`config.mk`:
```
export PLATFORM = sky130hd
export DESIGN_NAME = irq_trap_ctrl
export DESIGN_NICKNAME = d
export VERILOG_FILES = /design/src/rtl/irq_trap_ctrl.sv
export SDC_FILE = /design/constraint.sdc
export NUM_CORES = 1
export LEC_CHECK = 0
export CORE_ASPECT_RATIO = 1.75
export CORE_UTILIZATION = 33
export CTS_CLUSTER_SIZE = 24
export DETAILED_ROUTE_END_ITERATION = 7
export GPL_TIMING_DRIVEN = 0
export PLACE_DENSITY = 0.81
export SLEW_MARGIN = 20
export SYNTH_ARGS = -nofsm -noshare
export SYNTH_HDL_FRONTEND = slang
export SYNTH_SLANG_ARGS = --single-unit
```
`constraint.sdc`:
```
create_clock -name clk -period 1.9 [get_ports clk]
set_input_delay 0.38 -clock clk [delete_from_list [all_inputs] [get_ports clk]]
set_output_delay 0.38 -clock clk [all_outputs]
set_load 0.01 [all_outputs]
```
`src/rtl/irq_trap_ctrl.sv`:
```
// ============================================================================
// irq_trap_ctrl
// ----------------------------------------------------------------------------
// Machine-mode interrupt entry / MRET exit controller for a single-issue core.
// When an enabled interrupt is pending and a valid instruction sits in the
// commit stage, that instruction is turned into the trap point. Its PC goes
// to mepc, the cause goes to mcause, MIE is saved, and the pipeline is
// redirected to the trap vector. A committing MRET redirects to mepc and
// restores MIE.
//
// Sequence:  IDLE -> TRAP (CSR writes) -> TRAP_REDIR (PC redirect) -> IDLE
//            IDLE -> MRET (PC redirect + MIE restore)               -> IDLE
//
// Configuration macro:
//   TRAP_VECTORED_EN  defined   : mtvec mode 2'b01 selects vectored entry
//                                 (base + 4*cause_code); other modes use base.
//                     undefined : direct entry at base; mtvec_in[1:0] ignored.
//
// Parameters:
//   XLEN          data / PC width (>= 5)
//
// Ports:
//   clk           clock, rising edge
//   rst           asynchronous active-high reset
//   ext_irq       external interrupt level (asynchronous, synchronized here)
//   timer_irq     timer interrupt level (synchronous to clk)
//   instr_valid   valid instruction in the commit stage
//   is_mret       commit-stage instruction is MRET
//   pc_in         PC of the commit-stage instruction
//   mtvec_in      current mtvec CSR value
//   mepc_in       current mepc CSR value
//   mstatus_mie   global machine interrupt enable
//   mie_meie      external interrupt enable
//   mie_mtie      timer interrupt enable
//   mepc_we       mepc write strobe
//   mcause_we     mcause write strobe
//   mepc_out      mepc write data
//   mcause_out    mcause write data
//   mstatus_trap  MIE -> MPIE save, MIE clear
//   mstatus_mret  MPIE -> MIE restore
//   flush         kill fetch and commit-stage instructions
//   stall         hold PC and pipeline registers
//   redirect_en   load the PC with redirect_pc
//   redirect_pc   redirect target
// ============================================================================
module irq_trap_ctrl #(
    parameter int unsigned XLEN = 32
) (
    input  logic            clk,
    input  logic            rst,
    input  logic            ext_irq,
    input  logic            timer_irq,
    input  logic            instr_valid,
    input  logic            is_mret,
    input  logic [XLEN-1:0] pc_in,
    input  logic [XLEN-1:0] mtvec_in,
    input  logic [XLEN-1:0] mepc_in,
    input  logic            mstatus_mie,
    input  logic            mie_meie,
    input  logic            mie_mtie,
    output logic            mepc_we,
    output logic            mcause_we,
    output logic [XLEN-1:0] mepc_out,
    output logic [XLEN-1:0] mcause_out,
    output logic            mstatus_trap,
    output logic            mstatus_mret,
    output logic            flush,
    output logic            stall,
    output logic            redirect_en,
    output logic [XLEN-1:0] redirect_pc
);

    // Interrupt bit of mcause and the machine-level cause codes.
    localparam logic [XLEN-1:0] INT_FLAG = {1'b1, {(XLEN-1){1'b0}}};
    localparam logic [3:0]      CODE_EXT = 4'd11;
    localparam logic [3:0]      CODE_TMR = 4'd7;

    typedef enum logic [1:0] {
        IDLE,
        TRAP,
        TRAP_REDIR,
        MRET
    } state_t;

    state_t state;
    state_t state_next;

    logic            sync_meta;
    logic            ext_sync;
    logic            irq_ext_req;
    logic            irq_tmr_req;
    logic            irq_take;
    logic            trap_start;

    logic [XLEN-1:0] trap_pc;
    logic            trap_ext;
    logic [3:0]      trap_code;
    logic [XLEN-1:0] mtvec_base;
    logic [XLEN-1:0] trap_target;

    // ------------------------------------------------------------------------
    // Two-flop synchronizer for the asynchronous external interrupt.
    // ------------------------------------------------------------------------
    always_ff @(posedge clk or posedge rst) begin
        if (rst) begin
            sync_meta <= 1'b0;
            ext_sync  <= 1'b0;
        end else begin
            sync_meta <= ext_irq;
            ext_sync  <= sync_meta;
        end
    end

    // ------------------------------------------------------------------------
    // Request qualification. Only meaningful in IDLE; other states ignore it.
    // ------------------------------------------------------------------------
    assign irq_ext_req = ext_sync  & mie_meie;
    assign irq_tmr_req = timer_irq & mie_mtie;
    assign irq_take    = instr_valid & mstatus_mie & (irq_ext_req | irq_tmr_req);
    assign trap_start  = (state == IDLE) & irq_take;

    // ------------------------------------------------------------------------
    // Trap PC and source, captured on the IDLE->TRAP edge and held until the
    // next trap so TRAP and TRAP_REDIR see stable values.
    // ------------------------------------------------------------------------
    always_ff @(posedge clk or posedge rst) begin
        if (rst) begin
            trap_pc  <= '0;
            trap_ext <= 1'b0;
        end else if (trap_start) begin
            trap_pc  <= pc_in;
            // External wins when both sources are requesting.
            trap_ext <= irq_ext_req;
        end
    end

    assign trap_code  = trap_ext ? CODE_EXT : CODE_TMR;
    assign mtvec_base = {mtvec_in[XLEN-1:2], 2'b00};

`ifdef TRAP_VECTORED_EN
    always_comb begin
        trap_target = mtvec_base;
        if (mtvec_in[1:0] == 2'b01) begin
            trap_target = mtvec_base + XLEN'({trap_code, 2'b00});
        end
    end
`else
    // Mode bits have no effect in direct-only builds.
    logic unused_mtvec_mode;
    assign unused_mtvec_mode = ^mtvec_in[1:0];
    assign trap_target       = mtvec_base;
`endif

    // ------------------------------------------------------------------------
    // State register.
    // ------------------------------------------------------------------------
    always_ff @(posedge clk or posedge rst) begin
        if (rst) begin
            state <= IDLE;
        end else begin
            state <= state_next;
        end
    end

    // ------------------------------------------------------------------------
    // Next-state and Moore output decode. IDLE drives every output to zero,
    // so an asynchronous reset silences the outputs at once, including a
    // CSR write that was in progress.
    // ------------------------------------------------------------------------
    always_comb begin
        state_next   = state;
        mepc_we      = 1'b0;
        mcause_we    = 1'b0;
        mepc_out     = '0;
        mcause_out   = '0;
        mstatus_trap = 1'b0;
        mstatus_mret = 1'b0;
        flush        = 1'b0;
        stall        = 1'b0;
        redirect_en  = 1'b0;
        redirect_pc  = '0;

        unique case (state)
            IDLE: begin
                // An interrupt takes priority over a simultaneous MRET.
                if (irq_take) begin
                    state_next = TRAP;
                end else if (instr_valid && is_mret) begin
                    state_next = MRET;
                end
            end

            TRAP: begin
                mepc_we      = 1'b1;
                mepc_out     = trap_pc;
                mcause_we    = 1'b1;
                mcause_out   = INT_FLAG | XLEN'(trap_code);
                mstatus_trap = 1'b1;
                flush        = 1'b1;
                stall        = 1'b1;
                state_next   = TRAP_REDIR;
            end

            TRAP_REDIR: begin
                redirect_en = 1'b1;
                redirect_pc = trap_target;
                flush       = 1'b1;
                state_next  = IDLE;
            end

            MRET: begin
                redirect_en  = 1'b1;
                redirect_pc  = mepc_in;
                mstatus_mret = 1'b1;
                flush        = 1'b1;
                state_next   = IDLE;
            end

            default: begin
                state_next = IDLE;
            end
        endcase
    end

endmodule

```
==> reports/metrics.yaml, run 1 <==
finish:
  area_growth_pct: 93.8
  drive_gt1_share_pct: 34.9
  n_antenna_cell: 0
  nets: 559
timing:
  report.final.slew_viol_count: 0
  setup_violations: 0
  hold_viol: 0
  fmax_mhz: 528
  fin_worst_skew_ns: 0.00612
  period_needed_ns: 1.90
  fin_crit_sh_pct: 99.8
  layout_setup_ws_ns: 0.00454
  fin_setup_tns_ns: 0
  rsz0062_at_grt: "true"
clock_network:
  cts_tree: "done"
  path_clk_slew_ns: 0.06
  clk_path_buf_depth: 2
  clock_latency_ns: 0.28
  clkSinkCount: 37
  clock-root-buffer: "clkbuf_16"
  numCtsBuffers: 5
  cts_hold_buf: 0
  htreeDepth: 2
place:
  io_buffers: 178
  dpl_worst_slack_ns: -0.649
  dpl.hpwl_um: 6240
  place.gp.congestion: 0.804
floorplanning:
  io_pins: 208
  die_height_um: 117
  dieArea_um2: 7880
  start_util_pct: 34.3
  coreArea_um2: 7230
  die_x_um: 67.5
  rows: 41
logic_synthesis:
  syn_area_per_cell_um2: 10.9
  synth_top_area_share_pct: 37.4
  synth_edf_count: 0
  syn_inst: 228
  yosysWarnings: 0
  ys_ff_latch: 37
  synth_area_leaders: "dfrtp_1 37%, mux2_4 18%, mux2i_1 13%, buf_4 10%, and2_1 8.8%"
  synth_top_area_cell: "dfrtp_1"
  yosysMostFrequentCell: "dfrtp_1"
  yosysSeqAreaShare_pct: 37.4
  synthTopCellsByCount: "37 x dfrtp_1, 35 x and2_1, 33 x buf_4"
  async_flop_share_pct: 100
  synth_cell_type_count: 21
  synthFlopType: "dfrtp_1"
  synthesis.area_um2: 2480
setup_path:
  cp_data_arrival_time_ns: 1.52
  start_kind: "flop"
  crit_start: "state[1]"
  setup.worst_path.end_class: "output pin"
  reg2reg_from: "state[0]"
  worstSetupPathType: "flop to output pin"
  path_max_fanout: 7
  cp_data_required_time_ns: 1.52
global_route:
  grt_first_pass_wirelength_um: 11400
  track_usage_pct: 19.6
  grt_overflow_total: 0
  grt_pass1_vias: 2340
  antenna_found_initial: 0
  grt_start_max_net_pins: 24
route:
  drc_errors: 0
  wl_per_cell_um: 14.7
  via_per_inst: 4.38
  firstDrtPassIters: 4
  ant_nets: 0
  vias: 2367
  wirelength_um: 7950
  drtIter0Drc: 37
power:
  p_leak_uw: 0.00246
  peakVddDrop_v: 0.000699
  cellPowerDensity_nw_per_um2: 766
worst_hold_path:
  worstHoldPathType: "flop to flop"
  min_from: "sync_meta"
outcome:
  status: "finished clean"
run:
  cap_violations: 0
critical path, cell delays in order, from the launching register on:
cell and delay (ns):
dfrtp_2 0.42, and2b_4 0.32, clkbuf_8 0.16, and2_1 0.12, clkdlybuf4s15_2 0.22
where the power goes:
| group | switching, µW | total (µW) | internal, µW |
|---|---|---|---|
| logic | 530 | 1520 | 987 |
| clock network | 308 | 963 | 655 |
| registers | 147 | 1200 | 1050 |
kinds of logic after synthesis:
logic type             share of synthesized area [%]
AOI/OAI and AO/OA                              0.959
buffers and inverters                           14.1
DFF                                             37.4
muxes                                           31.4
other                                          0.151
and+or+nand+nor                                 16.0
placed cells by master (no fill, tap or decap), types with 2 or more instances in the layout:
cell | synthesis | routed
clkbuf_16 | 0 | 6
dfrtp_1 | 37 | 35
mux2_4 | 29 | 29
clkdlybuf4s15_2 | 0 | 8
conb_1 | 1 | 27
inv_1 | 4 | 3
nor2_1 | 30 | 30
mux2_2 | 3 | 3
clkbuf_2 | 0 | 4
clkbuf_1 | 7 | 2
and2_1 | 35 | 23
clkbuf_8 | 0 | 3
buf_6 | 4 | 25
dlygate4sd2_1 | 0 | 33
buf_8 | 0 | 2
buf_2 | 3 | 13
and3_1 | 2 | 2
dfrtp_2 | 0 | 2
clkdlybuf4s50_1 | 0 | 103
mux2i_1 | 31 | 31
buf_4 | 33 | 45
nand2_1 | 2 | 2
and2_4 | 0 | 12
timing repair:
item / 4_1_cts / 5_1_grt
pin swaps: 5 / 5
setup buffers: 9 / 3
setup endpoints to repair: 74 / 48
gates cloned: 2 / 1
resized for setup: 218 / 27
metrics by stage:
step / utilization (%) / hold WS (ns) / cell area, µm² / power, µW / instances
after detailed placement: 62.1 / 0.335 / 4490 / 2670 / 519
after CTS: 65.3 / 0.347 / 4720 / 3660 / 538
after global routing: 66.4 / 0.356 / 4800 / 3900 / 541
after floorplan: - / 0.331 / 2580 / 1970 / 254
after global placement: 61.7 / 0.336 / 4470 / 2620 / 518
final: 66.4 / 0.347 / 4800 / 3680 / 541
layout make-up:
class	instances	area, µm²
Fill cell	593	2430
Timing Repair Buffer	194	1860
Multi-Input combinational cell	166	1330
Sequential cell	37	928
Buffer	46	387
Clock buffer	7	143
Tap cell	86	108
Clock inverter	1	30.0
Inverter	4	15.0
path summary, 6_finish.rpt:
| kind | slack, ns | to | depth (start not counted) |
|---|---|---|---|
| setup / recovery | 0.005 | mepc_out[9] | 4 |
| hold / removal | 0.35 | ext_sync | 0 |
| setup reg to reg | 0.33 | trap_pc[20] | 5 |
| hold reg to reg | 0.35 | ext_sync | 0 |
| max in group asynchronous | 1.05 | state[0] | 3 |
| min in group asynchronous | 0.40 | trap_pc[3] | 2 |
routing by layer:
| metal | part of all wire [%] | up-vias | routed length, µm | GRT usage (%) |
|---|---|---|---|---|
| met4 | 2.2 | 0 | 178 | 7.80 |
| met3 | 12 | 12 | 921 | 6.74 |
| li1 | - | 1136 | - | - |
| met1 | 32 | 1083 | 2540 | 18.7 |
| met2 | 54 | 136 | 4310 | 36.5 |
| met5 | 0 | - | 0 | 0 |
state kept, by name, indices dropped and copies added (netlist names):
name	flops
ext_sync	1
state	2
sync_meta	1
trap_ext	1
trap_pc	32
No activity file was read; power rests on OpenSTA's default activity.
==> inputs of run 2 (changes only) <==
- ABC_AREA: unset -> 1
- PLACE_DENSITY: 0.81 -> 0.8
==> reports/metrics.yaml, run 2 <==
finish:
  design_area_um2: 4560  # -5.1%
  final_common_cell: "nand2_1"
  stdcell_count: 682  # +26%
  largest_reg_flops: 32  # unchanged
  layout_common_cells: "134 x nand2_1, 103 x clkdlybuf4s50_1, 40 x clkbuf_2"
  nets: 698  # +25%
  regMostFlops: "trap_pc"
  n_antenna_cell: 0  # unchanged
  drive_gt1_share_pct: 20.2  # -15 points
  area_growth_pct: 79.1
  top_regs: "trap_pc (32), state (2)"
worst_hold_path:
  worstHoldPathType: "flop to flop"
  min_from: "sync_meta"
  whs_endpoint: "ext_sync"
  whs_path_depth: 0  # unchanged
global_route:
  grt_first_pass_wirelength_um: 14500  # +27%
  track_usage_pct: 24.2  # +4.6 points
  grt_overflow_total: 0  # unchanged
  grt_start_max_net_pins: 38  # +58%
  grt_pass1_vias: 3091  # +32%
  antenna_found_initial: 0  # unchanged
place:
  dp_cells: 670  # +29%
  detailed_place.area_um2: 4540  # +0.95%
  place.gp.congestion: 0.755  # -6.1%
  dpl_worst_slack_ns: -0.250  # +0.398 ns
  io_buffers: 178  # unchanged
  dpl.hpwl_um: 7670  # +23%
power:
  p_total_uw: 3500  # -4.8%
  cellPowerDensity_nw_per_um2: 768  # +0.22%
  peakVddDrop_v: 0.000850  # +22%
  p_leak_uw: 0.00258  # +4.9%
logic_synthesis:
  synth_edf_count: 0  # unchanged
  yosysSeqAreaShare_pct: 36.4  # -0.99 points
  synth_top_area_cell: "dfrtp_1"
  synth_top_area_share_pct: 36.4  # -0.99 points
  synth_cell_type_count: 18  # -14%
  syn_inst: 378  # +66%
  yosysWarnings: 0  # unchanged
  synthFlopType: "dfrtp_1"
  synthesis.area_um2: 2550  # +2.7%
  async_flop_share_pct: 100  # unchanged
  syn_area_per_cell_um2: 6.74  # -38%
  yosysMostFrequentCell: "nand2_1"
  ys_ff_latch: 37  # unchanged
  synthTopCellsByCount: "135 x nand2_1, 39 x buf_4, 39 x inv_1"
  synth_area_leaders: "dfrtp_1 36%, nand2_1 20%, buf_4 11%, nand4_1 8.1%, nand3_1 5.9%"
route:
  via_per_inst: 4.57  # +4.6%
  wl_per_cell_um: 14.0  # -4.8%
  firstDrtPassIters: 5  # +1
  drtIter0Drc: 118  # +220%
  drc_errors: 0  # unchanged
  vias: 3120  # +32%
  wirelength_um: 9540  # +20%
  ant_nets: 0  # unchanged
floorplanning:
  dieArea_um2: 8080  # +2.7%
  rows: 42  # +2.4%
  start_util_pct: 33.9  # -0.38 points
  io_pins: 208  # unchanged
  die_x_um: 68.4  # +1.3%
  coreArea_um2: 7510  # +3.9%
  die_height_um: 118  # +1.3%
clock_network:
  clock-root-buffer: "clkbuf_16"
  htreeDepth: 2  # unchanged
  clk_path_buf_depth: 2  # unchanged
  cts_tree: "done"
  clkSinkCount: 37  # unchanged
  path_clk_slew_ns: 0.06  # about the same
  clock_latency_ns: 0.28  # about the same
  numCtsBuffers: 5  # unchanged
  cts_hold_buf: 0  # unchanged
timing:
  report.final.slew_viol_count: 0  # unchanged
  period_needed_ns: 1.88  # -0.0118 ns
  rsz0062_at_grt: "true"
  fmax_mhz: 531  # +0.63%
  fin_crit_sh_pct: 99.1  # -0.62 points
  max-slew-margin-rel_pct: 47.5
  layout_setup_ws_ns: 0.0164  # +0.0118 ns
  hold_viol: 0  # unchanged
  setup_violations: 0  # unchanged
  fin_worst_skew_ns: 0.00637  # +0.000248 ns
  tightest_slew_ns: 0.786
setup_path:
  cp_data_required_time_ns: 1.52  # about the same
  setup.worst_path.end_class: "output pin"
  r2r_slack_ns: 0.44  # +0.11 ns
  reg2reg_to: "trap_pc[1]"
  path_common_cell: "buf_6"
  cp_data_arrival_time_ns: 1.50  # -0.02 ns
  worstSetupPathType: "flop to output pin"
  reg2reg_from: "state[1]"
  max_stage_delay_ns: 0.37  # -0.05 ns
  cp_slowest_cell: "dfrtp_1"
  rr_worst_depth: 8  # +3
  crit_chain: "buf_6 -> nor2_4 -> inv_4 -> buf_6 -> nor2_1 -> clkdlybuf4s15_2"
  start_kind: "flop"
  path_max_fanout: 10  # +3
run:
  cap_violations: 0  # unchanged
outcome:
  status: "finished clean"
## run 2: cell count changes in the layout (fill, tap and decap cells not counted), sizes merged, moves of 2 or more
| cell | delta |
|---|---|
| clkbuf | +33 |
| nor2 | +8 |
| dlygate4sd2 | -5 |
| and3 | -2 |
| mux2i | -31 |
| clkdlybuf4s15 | -5 |
| nand4 | +32 |
| inv | +37 |
| buf | -24 |
| nand3 | +30 |
| nand2 | +133 |
| and2 | -35 |
| mux2 | -32 |
## run 2: what timing repair did
action	in CTS	in global routing
endpoints found under the setup margin	75	60
hold endpoints to repair	0	0
resized for setup	119	70
pin swaps	1	1
buffers inserted	3	1
## run 2: cell families (layout without fill, tap and decap cells)
kind of cell,after synthesis,in the layout,synth area share (%)
AOI/OAI and AO/OA,1,1,0.196
buffers and inverters,101,291,22.0
other,1,27,0.147
DFF,37,37,36.4
and+or+nand+nor,238,238,41.3
## run 2: worst max-delay path by stage
stage	from	end
2_1_floorplan	state[0]	mcause_out[2]
3_3_place_gp	state[0]	redirect_pc[28]
3_5_place_dp	state[0]	mepc_out[3]
4_1_cts	state[1]	redirect_pc[24]
5_1_grt	state[1]	mepc_out[12]
6_report	state[1]	mepc_out[12]
## run 2: routing by layer
layer | part of all wire (%) | GRT usage [%]
met1 | 33 | 22.7
met2 | 49 | 41.2
met3 | 14 | 12.8
met4 | 3.8 | 10.7
met5 | 0 | 0
## run 2: power breakdown
part	leakage, µW	total [µW]	switching [µW]	internal (µW)
Combinational	0.00204	1360	713	648
Clock	0.0000831	984	330	655
Sequential	0.000463	1160	132	1020
## run 2: area by class of cell
cell class                 instances  area (µm²)
fill                             735        2950
timing repair buffer             182        1570
multi-input combinational        266        1160
sequential                        37         927
buffer                            59         443
inverter                          42         165
clock buffer                       6         139
tap                               88         110
clock inverter                     2        37.5
## run 2: critical path: cells and delay by family (launching register included)
kind | cells | cell delay [ns]
simple gates | 2 | 0.23
flops | 1 | 0.37
buf+inv | 4 | 0.61
## run 2: stage by stage
| stage | util [%] | setup TNS (ns) | hold WS, ns |
|---|---|---|---|
| detailed placement | 60.4 | -11.59 | 0.350 |
| finish | 60.7 | 0 | 0.373 |
| CTS | 62.9 | -0.0207 | 0.364 |
| global placement | 60.4 | -13.00 | 0.335 |
| global route | 60.7 | -0.0997 | 0.387 |
| floorplan | - | 0 | 0.331 |
